### config.mk
export PLATFORM = sky130hd
export DESIGN_NAME = j1_pstack
export DESIGN_NICKNAME = d
export VERILOG_FILES = /design/src/rtl/j1_pstack.sv
export SDC_FILE = /design/constraint.sdc
export NUM_CORES = 1
export LEC_CHECK = 0
export ABC_AREA = 0
export CAP_MARGIN = 20
export CELL_PAD_IN_SITES_DETAIL_PLACEMENT = 0
export CELL_PAD_IN_SITES_GLOBAL_PLACEMENT = 1
export CORE_UTILIZATION = 43
export CTS_CLUSTER_SIZE = 12
export DETAILED_ROUTE_END_ITERATION = 8
export DONT_BUFFER_PORTS = 1
export HOLD_SLACK_MARGIN = 0.03
export PLACE_DENSITY_LB_ADDON = 0.1
export REMOVE_ABC_BUFFERS = 1
export SLEW_MARGIN = 15
export SYNTH_ARGS = -nofsm -noshare
export SYNTH_HDL_FRONTEND = slang
export SYNTH_SLANG_ARGS = --single-unit
### constraint.sdc
create_clock -name clk -period 2.9 [get_ports clk]
set_input_delay 0.145 -clock clk [delete_from_list [all_inputs] [get_ports clk]]
set_output_delay 0.145 -clock clk [all_outputs]
set_load 0.03 [all_outputs]
### src/rtl/j1_pstack.sv
`default_nettype none
// +--------------------------------------------------------------------------+
// | j1_pstack : J1-style parameter stack with registered top and circular     |
// |             array for the entries below it; depth and sticky error flags. |
// | Rev 1.0                                                                   |
// +--------------------------------------------------------------------------+
module j1_pstack #(
   parameter int WIDTH    = 16,
   parameter int DEPTH    = 32,
   parameter bit SATURATE = 1'b0
) (
   input  logic                     clk,
   input  logic                     resetq,
   input  logic [1:0]               delta,
   input  logic                     we,
   input  logic [WIDTH-1:0]         din,
   input  logic                     clr_err,
   output logic [WIDTH-1:0]         top,
   output logic [WIDTH-1:0]         next,
   output logic [$clog2(DEPTH):0]   depth,
   output logic                     full,
   output logic                     empty,
   output logic                     overflow,
   output logic                     underflow
);

   localparam int                PTR_W    = $clog2(DEPTH);
   localparam int                CNT_W    = $clog2(DEPTH) + 1;
   localparam logic [PTR_W-1:0]  PTR_LAST = PTR_W'(DEPTH - 2);
   localparam logic [CNT_W-1:0]  CNT_FULL = CNT_W'(DEPTH);

   logic [WIDTH-1:0] top_q, top_d;
   logic [PTR_W-1:0] ptr_q, ptr_d;
   logic [CNT_W-1:0] depth_q, depth_d;
   logic             overflow_q, overflow_d;
   logic             underflow_q, underflow_d;
   logic [WIDTH-1:0] mem_q [0:DEPTH-2];

   logic             is_push, is_pop, is_full, is_empty;
   logic             push_err, pop_err, mem_we;
   logic [PTR_W-1:0] ptr_inc, ptr_dec;
   logic [WIDTH-1:0] next_w;

   assign next_w = mem_q[ptr_q];

   always_comb begin
      is_push  = (delta == 2'b01);
      is_pop   = (delta == 2'b11);
      is_full  = (depth_q == CNT_FULL);
      is_empty = (depth_q == '0);
      push_err = is_push & is_full;
      pop_err  = is_pop & is_empty;
      ptr_inc  = (ptr_q == PTR_LAST) ? '0 : ptr_q + 1'b1;
      ptr_dec  = (ptr_q == '0) ? PTR_LAST : ptr_q - 1'b1;

      top_d   = top_q;
      ptr_d   = ptr_q;
      depth_d = depth_q;
      mem_we  = 1'b0;

      // In wrap mode an error still moves the pointer; only the count is pinned.
      if (is_push) begin
         if (!(push_err && SATURATE)) begin
            mem_we = 1'b1;
            ptr_d  = ptr_inc;
            if (we) top_d = din;
            if (!push_err) depth_d = depth_q + 1'b1;
         end
      end else if (is_pop) begin
         if (!(pop_err && SATURATE)) begin
            top_d = we ? din : next_w;
            ptr_d = ptr_dec;
            if (!pop_err) depth_d = depth_q - 1'b1;
         end
      end else if (we) begin
         top_d = din;
      end

      overflow_d  = (overflow_q & ~clr_err) | push_err;
      underflow_d = (underflow_q & ~clr_err) | pop_err;
   end

   always_ff @(posedge clk) begin
      if (!resetq) begin
         top_q       <= '0;
         ptr_q       <= '0;
         depth_q     <= '0;
         overflow_q  <= 1'b0;
         underflow_q <= 1'b0;
      end else begin
         top_q       <= top_d;
         ptr_q       <= ptr_d;
         depth_q     <= depth_d;
         overflow_q  <= overflow_d;
         underflow_q <= underflow_d;
      end
   end

   // Storage is never cleared; a write is dropped while reset is asserted.
   always_ff @(posedge clk) begin
      if (resetq && mem_we) mem_q[ptr_inc] <= top_q;
   end

   assign top       = top_q;
   assign next      = next_w;
   assign depth     = depth_q;
   assign full      = is_full;
   assign empty     = is_empty;
   assign overflow  = overflow_q;
   assign underflow = underflow_q;

endmodule
`default_nettype wire

# Yosys cells after proc, flatten, opt, wreduce, memory -nomap -nowiden
# Memories as Yosys holds them, arrays and structs flattened. A register that Yosys moved wholly into a read port is not among the register bits.
# Index checks and enable logic that the tools add are counted.
# word_totals
wordCells	45
in_bits	22
ram_bits	496
reg_bits	29
mem_count	1
# op_classes
bitwise_logic	7
n_reduce_logical	5
eq_ne	6
muxes	17
addsub	4
# memory_table
name	words	word_bits	rd	rd_clocked_by_memory_dff	write_ports	line_no	text
mem_q	31	16	1	1	1	37	logic [WIDTH-1:0] mem_q [0:DEPTH-2];
# op_table
operator	count
2-to-1 mux 16 bit	4
2-to-1 mux 5 bit	6
2-to-1 mux 6 bit	4
adder 6 x 1 -> 6 bit, second input constant	1
== test 6 bit, second input constant	1
logical NOT 6 bit	1
subtractor 6 x 1 -> 6 bit, second input constant	1
adder 5 x 1 -> 5 bit, second input constant	1
== test 5 bit, second input constant	1
logical NOT 5 bit	1
subtractor 5 x 1 -> 5 bit, second input constant	1
bitwise AND 1 bit	4
inequality test 2 bit, second input constant	2
2-to-1 mux 1 bit	3
AND reduction 3 bit	1
== test 2 x 1 -> 1 bit, second input constant	1
== test 2 bit, second input constant	1
OR 1 bit	2
nonzero test 2 bit	1
logical AND 1 bit	1
NOT 1 bit	1

# Logic depth before layout (Yosys ltp)
# Gate-level depths: netlist of run 1.
# depth
ltp_word	6
depth_mapped	10
depth_no_buf	9

# Worst setup path after synthesis of run 1
# No wires, ideal clock.
# synth_timing
path_kind	reg-to-reg
start	reg ptr_q[0]
end	mem mem_q[10][0] (enable)
arrival_time_ns	2.291
setup_slack_ns	0.220
required_time_ns	2.512
n_path_buf	0
stages_incl_launch_ff	8
synth_period_minus_slack_ns	2.680
cell_sequence	dfxtp_1 inv_1 ha_1 a22oi_1 o21ai_0 o21a_1 or3_1 nor2_1
# synth_via
elab_chain_cells	2
elab_cells_between_ends	3
classes_between	add/sub (1); eq/ne (1); mux (1)
# synth_lines
element	line_no	text
from (decl)	33	logic [PTR_W-1:0] ptr_q, ptr_d;
from (signal assigned)	92	ptr_q <= ptr_d;
adder 5 x 1 -> 5 bit or == test 5 bit (tied branches)	53	ptr_inc = (ptr_q == PTR_LAST) ? '0 : ptr_q + 1'b1;
2-to-1 mux 5 bit (*)	53	
to (decl)	37	
# Mark *: on every way between the ends. The rest lies on a longest branch, timed or not.

==> results of run 1 <==
[layout make-up]
class | instances | area (µm²)
sequential | 530 | 15600
timing repair buffer | 206 | 2110
multi-input combinational | 617 | 5760
fill | 3927 | 22900
clock buffer | 77 | 1530
tap | 664 | 831
clock inverter | 23 | 129
inverter | 12 | 45.0
[cell usage after synthesis, drive strengths merged, types with 6 or more instances]
| master | instances |
|---|---|
| o211a | 8 |
| a21oi | 23 |
| mux2i | 155 |
| a22oi | 37 |
| nand2 | 42 |
| nor4 | 6 |
| o221ai | 6 |
| buf | 40 |
| nand2b | 11 |
| a21o | 12 |
| dfxtp | 34 |
| inv | 11 |
| nor2b | 22 |
| o21ai | 30 |
| o211ai | 11 |
| mux2 | 12 |
| a211oi | 7 |
| edfxtp | 496 |
| ha | 9 |
| o22ai | 9 |
| nand3 | 29 |
| mux4 | 47 |
| nor2 | 50 |
| clkbuf | 28 |
| a22o | 28 |
| and2 | 11 |
| o21a | 6 |
[critical path: cells and delay by family, from the launching register on]
family / cells / cell delay, ns
multiplexers: 2 / 0.84
flip-flops: 1 / 0.41
buffers and inverters: 4 / 0.51
AND/OR/NAND/NOR: 1 / 0.16
AO/OA/AOI/OAI: 1 / 0.23
[per-layer routing]
metal	vias up	routed length, µm
met5	-	0
met4	0	1570
met3	82	2770
met2	331	25700
met1	6067	27200
li1	5291	-
[power by group through the flow]
stage	logic (µW)	clock network, µW	registers, µW
2_1_floorplan	1070	0	9070
3_3_place_gp	1930	0	9030
3_5_place_dp	1950	0	9040
4_1_cts	2180	6720	8850
5_1_grt	2440	6970	8850
6_report	2300	6590	8830
[registers in the layout, summed over array words and instances, names as in the netlist, named ones only]
name,count
top,16
underflow,1
overflow,1
mem_q,496
depth,6
ptr_q,5
[logic make-up after synthesis]
family	after synthesis	synth area share, %
adder cells (fa/ha/maj)	10	0.621
AND/OR/NAND/NOR	196	4.71
flip-flops	530	72.9
XOR/XNOR	4	0.164
AO/OA/AOI/OAI	193	6.53
buffers and inverters	80	1.99
multiplexers	214	13.0
[stage by stage]
stage	total power, µW	cell area [µm²]
global route	18300	26000
CTS	17800	25700
floorplan	10100	21000
finish	17700	26000
global placement	11000	23300
detailed placement	11000	23300
[worst max path at each step]
stage / end / slack (ns) / depth (start not counted)
floorplan: top[3] / -3.89 / 5
global route: next[11] / -0.05 / 8
global placement: next[7] / 0.28 / 8
finish: next[11] / 0.01 / 8
CTS: next[9] / -0.05 / 6
detailed placement: next[7] / 0.28 / 8
[what timing repair did]
action,in CTS,in global routing
gates cloned,0,2
pin swaps,9,17
hold buffers,23,0
buffers inserted,22,15
gates resized for setup,54,41
setup endpoints to repair,16,15
endpoints found under the hold margin,34,0
==> results by group, run 1 <==
Status
  – Status: completed

Timing
  – Slew @ Worst Pin: 1.17 ns
  – Fmax: 346 MHz
  – Minimum clock period: between 2 and 3 ns
  – Worst slew margin: 22.0%
  – Layout Skew: 0.00773 ns
  – Max-slew violations: 0
  – Fin. Hold Viols: 0
  – Final hold slack: 0.0625 ns
  – Final worst-path cycle share: 99.5%
  – Setup ws final: between 0.01 and 0.015 ns
  – Setup-failing EPs final: 0
  – RSZ-0062 raised after global routing: true
  – Setup_tns: 0 ns

Logic synthesis
  – Async S/R FF share, synth: 0%
  – Synth unique cells: 61
  – Synth Register Bits: 530
  – Synth Cell Area: 0.0214 mm²
  – Synth Flop Type: edfxtp_1
  – Yosys warnings: 0
  – Synth top area cells: edfxtp_1, mux2i_1, mux4_2
  – Sequential fraction of the synthesis area: 72.9%
  – Area leader, netlist: edfxtp_1
  – Number of flops mapped to enable cells by yosys: 496
  – Post-Syn Instances: 1,227
  – Syn Area/Cell: 17.4 µm²
  – Yosys top cell area share: between 60% and 70%

Floorplanning
  – # IOs: 64
  – Die extent in y: 225 µm
  – Core box area: 0.0490 mm²
  – Rows: 81
  – Initial Util: 43.6%
  – Die W: 225 µm
  – Die Area: 0.0505 mm²

Finish
  – # diodes: 0
  – Share of cells above drive strength 1: 27.6%
  – Post-route insts no fill: between 2,000 and 2,500
  – Area grow syn2layout: 21.8%
  – Commonest cells after routing, fill and taps aside: edfxtp_1, mux2i_1, buf_4, clkbuf_16, mux4_2
  – Utilization after layout: 53.1%
  – Nets: 1,455
  – Commonest non-fill, non-tap cell in the layout: edfxtp_1

Placed design
  – PortBufs: 0
  – RD Place Congestion: 0.826
  – DP HPWL: 36,100 µm
  – Dpl ws: 0.282 ns
  – Dpl cells: 1,968

Clock network
  – TritonCTS clock tree: yes
  – Clock sinks: between 500 and 600
  – Worst-Skew Late Latency: roughly 0.60 ns
  – Clock root buffer: clkbuf_16
  – # H-tree levels: 2
  – Clock transition at path regs: 0.06 ns
  – Clock Tree Buf Depth: 3
  – TritonCTS Buffers: 56

Setup path
  – CP cell instances: buf_12 > buf_6 > buf_6 > mux4_2 > mux2_4 > o221ai_4 > nand3_2 > buf_6
  – Cell repeated most along the worst path: buf_6
  – R2r setup slk: 0.16 ns
  – Worst reg2reg path depth: 9
  – Critical Path End Type: primary output
  – CP Launch Type: register
  – Slowest cell on the critical path: mux4_2
  – Reg2Reg Capture Point: top[5]
  – Critical path class: register to primary output
  – CP max FO: 4
  – Max incr delay on CP: 0.50 ns
  – CP Data Required Time: 2.76 ns
  – CP arrival: 2.74 ns

Global route
  – Vias in the first global route: 11,872
  – GRT met3 Usage: 3.36%
  – Antenna violations before repair: 1
  – Most used routing layer in global routing: met2
  – GR Overflow Total: 0
  – GR Util All Layers: 22.9%
  – GRT met1 Usage: about 34%
  – Met2 Resource Use GR: 34.4%
  – First-pass GRT wire length: slightly above 80,000 µm
  – Largest net degree at the start of global routing: 34

Pwr
  – Leakage power: 0.00879 µW
  – Worst VDD drop: 0.536 mV
  – Sw Pwr: 4440 µW
  – Combinational share of power: 13.0%
  – Internal Power: ~13,000 µW
  – Clock power share: 37.2%
  – Seq pwr share: 49.8%
  – Sw Share: 25.1%
  – PwrDens: 681 mW/mm²

Route
  – DR WL/cell: 26.9 µm
  – First-pass DRT Iterations: 5
  – ANT nets after route: 0
  – Total wire length: ~57,000 µm
  – Post-route DRC: 0
  – DR vias: around 12,000
  – Drt first-iter violations: 997
  – Vias/cell: 5.53

Flow run
  – Max_cap viols: 0

Hold path
  – Hold Crit Class: input pin to register
  – Hold Path Sink: top[0]
  – HP Start: we
  – Hold Crit Depth: 4
No activity file was read; power rests on OpenSTA's default activity.
==> inputs of run 2 (changes only) <==
--- a/config.mk
+++ b/config.mk
@@ -7,5 +7,4 @@
 export LEC_CHECK = 0
 export ABC_AREA = 0
-export CAP_MARGIN = 20
 export CELL_PAD_IN_SITES_DETAIL_PLACEMENT = 0
 export CELL_PAD_IN_SITES_GLOBAL_PLACEMENT = 1
==> constraint.sdc (replaced) <==
create_clock -name clk -period 2.7 [get_ports clk]
set_input_delay 0.54 -clock clk [delete_from_list [all_inputs] [get_ports clk]]
set_output_delay 0.54 -clock clk [all_outputs]
set_load 0.03 [all_outputs]
==> run 2 against run 1 <==
Compared with the run above: the run now ends with setup timing left; power up 8.4%; routed wire length fell by 2.7%; global-route usage is 0.63 points lower; final cell count fell by 0.19%; count of clock-buffer cells in the layout up 8.
==> results by group, run 2 (synthesized netlist as in run 1, its figures left out) <==
Timing
  – Max-slew violations: 0 (unchanged)
  – Final worst-path cycle share: 117%
  – Minimum clock period: 3.17 ns
  – Worst slew margin: 23.9% (+1.8 points)
  – Setup-failing EPs final: 16 (+16)
  – Fin. Hold Viols: 0 (unchanged)
  – Layout Skew: 0.0122 ns (+0.00445 ns)
  – Setup ws final: -0.467 ns (-0.480 ns)
  – Slew @ Worst Pin: 1.14 ns (-0.0276 ns)
  – Fmax: 316 MHz
  – Final hold slack: 0.0756 ns (+0.0131 ns)
  – RSZ-0062 raised after global routing: true

Setup path
  – Worst reg2reg path depth: 6 (-3)
  – Cell repeated most along the worst path: buf_12
  – Max incr delay on CP: 0.49 ns (about the same)
  – CP Data Required Time: 2.16 ns (-0.60 ns)
  – CP max FO: 8 (+4)
  – Reg2Reg Capture Point: mem_q[21][9]
  – Critical path class: register to primary output
  – CP arrival: 2.63 ns (-0.11 ns)
  – R2r setup slk: 0.19 ns (+0.03 ns)
  – FF-to-FF Start: ptr_q[0]
  – CP Launch Type: register
  – Slowest cell on the critical path: mux4_2
  – Critical Path End Type: primary output
  – Largest delay share family, worst path: multiplexers
  – CP cell instances: buf_12 > buf_12 > mux4_2 > mux2_4 > o221ai_2 > buf_4 > nand3_2 > buf_6
  – CP bufs+invs: 4 (unchanged)

Hold path
  – Hold Path Sink: underflow
  – HP Start: resetq
  – Hold Crit Class: input pin to register
  – Hold Crit Depth: 1 (-3)

Placed design
  – Dpl cells: 1,992 (+1.2%)
  – DP HPWL: 34,900 µm (-3.2%)
  – RD Place Congestion: 0.767 (-7.1%)
  – Dpl ws: -0.0250 ns (-0.307 ns)
  – PortBufs: 0 (unchanged)

Finish
  – Max reg flops: 496 (unchanged)
  – # diodes: 0 (unchanged)
  – Area grow syn2layout: 23.9%
  – Post-route insts no fill: 2,125 (-0.19%)
  – Most flop-heavy register: mem_q
  – Commonest non-fill, non-tap cell in the layout: edfxtp_1
  – Share of cells above drive strength 1: 29.2% (+1.6 points)
  – Commonest cells after routing, fill and taps aside: edfxtp_1, mux2i_1, buf_4, clkbuf_16, buf_12
  – Nets: 1,450 (-0.34%)

Flow run
  – Max_cap viols: 0 (unchanged)

Clock network
  – # H-tree levels: 2 (unchanged)
  – Clock transition at path regs: 0.06 ns (about the same)
  – TritonCTS clock tree: yes
  – TritonCTS Buffers: 55 (-1.8%)
  – Clock root buffer: clkbuf_16
  – Worst-Skew Late Latency: 0.60 ns (about the same)
  – Clock sinks: 530 (unchanged)
  – Clock Tree Buf Depth: 3 (unchanged)

Pwr
  – Overall power: 19,200 µW (+8.4%)
  – PwrDens: 726 mW/mm² (+6.6%)
  – Worst VDD drop: 0.538 mV (+0.41%)
  – Leakage power: 0.00896 µW (+2.0%)

Route
  – ANT nets after route: 0 (unchanged)
  – DR vias: 11,630 (-1.2%)
  – Vias/cell: 5.47 (-1.0%)
  – DR WL/cell: 26.2 µm (-2.5%)
  – Drt first-iter violations: 954 (-4.3%)
  – Total wire length: 55,700 µm (-2.7%)
  – First-pass DRT Iterations: 5 (unchanged)
  – Post-route DRC: 0 (unchanged)

Floorplanning
  – Initial Util: 43.6% (unchanged)
  – Die W: 225 µm (unchanged)
  – Rows: 81 (unchanged)
  – # IOs: 64 (unchanged)
  – Die Area: 0.0505 mm² (unchanged)
  – Die extent in y: 225 µm (unchanged)
  – Core box area: 0.0490 mm² (unchanged)

Global route
  – Vias in the first global route: 11,941 (+0.58%)
  – First-pass GRT wire length: 80,100 µm (-2.2%)
  – GRT met3 Usage: 3.10% (-0.26 points)
  – Antenna violations before repair: 2 (+1)
  – Met2 Resource Use GR: 36.9% (+2.5 points)
  – GRT met1 Usage: 30.4% (-3.7 points)
  – Most used routing layer in global routing: met2
  – GR Overflow Total: 0 (unchanged)
  – GR Util All Layers: 22.3% (-0.63 points)
  – Largest net degree at the start of global routing: 37 (+8.8%)

Status
  – Failing checks: setup timing
  – Status: finished, violations left
## run 2: how the worst max path moves through the flow
stage,cells past startpoint,slack (ns),to
after CTS,8,-0.52,next[1]
after detailed placement,7,-0.02,top[6]
final,8,-0.47,next[1]
after floorplan,4,-4.37,next[3]
after global placement,5,-0.22,next[0]
after global routing,8,-0.55,next[1]
## run 2: cell type report
cell class,instances,area (µm²)
clock buffer,85,1590
clock inverter,15,144
fill,3917,22500
inverter,12,45.0
multi-input combinational,617,5820
sequential,530,15600
tap,664,831
timing repair buffer,202,2430
## run 2: repair_timing
item	in CTS	in global routing
pin swaps	19	19
setup endpoints to repair	17	18
cloned	2	5
endpoints found under the hold margin	1	0
gates resized for setup	84	52
setup buffers	14	16
hold buffers	1	0
## run 2: report_power, final
group          switching [µW]  internal, µW
logic                    1370          1130
clock network            3000          4310
registers                 248          9160
## run 2: stage by stage
stage | util [%] | area, µm² | TNS (ns)
final | 54.0 | 26500 | -6.43
after global routing | 54.0 | 26500 | -7.57
after CTS | 53.2 | 26000 | -7.50
after detailed placement | 48.6 | 23800 | -0.102
after global placement | 48.5 | 23800 | -0.661
after floorplan | - | 21000 | -120.91
## run 2: worst reg2reg max path, cell delays in order, from the launching register on
cell and delay [ns]:
dfxtp_1 0.44, ha_1 0.32, inv_1 0.09, o21ai_0 0.53, nand3_1 0.35, nor2_2 0.24
buf_12 0.21
## run 2: routing by layer
metal | up-vias | wire length (µm)
met5 | - | 13
met4 | 2 | 1280
met3 | 80 | 2590
met2 | 293 | 27300
met1 | 5976 | 24500
li1 | 5279 | -
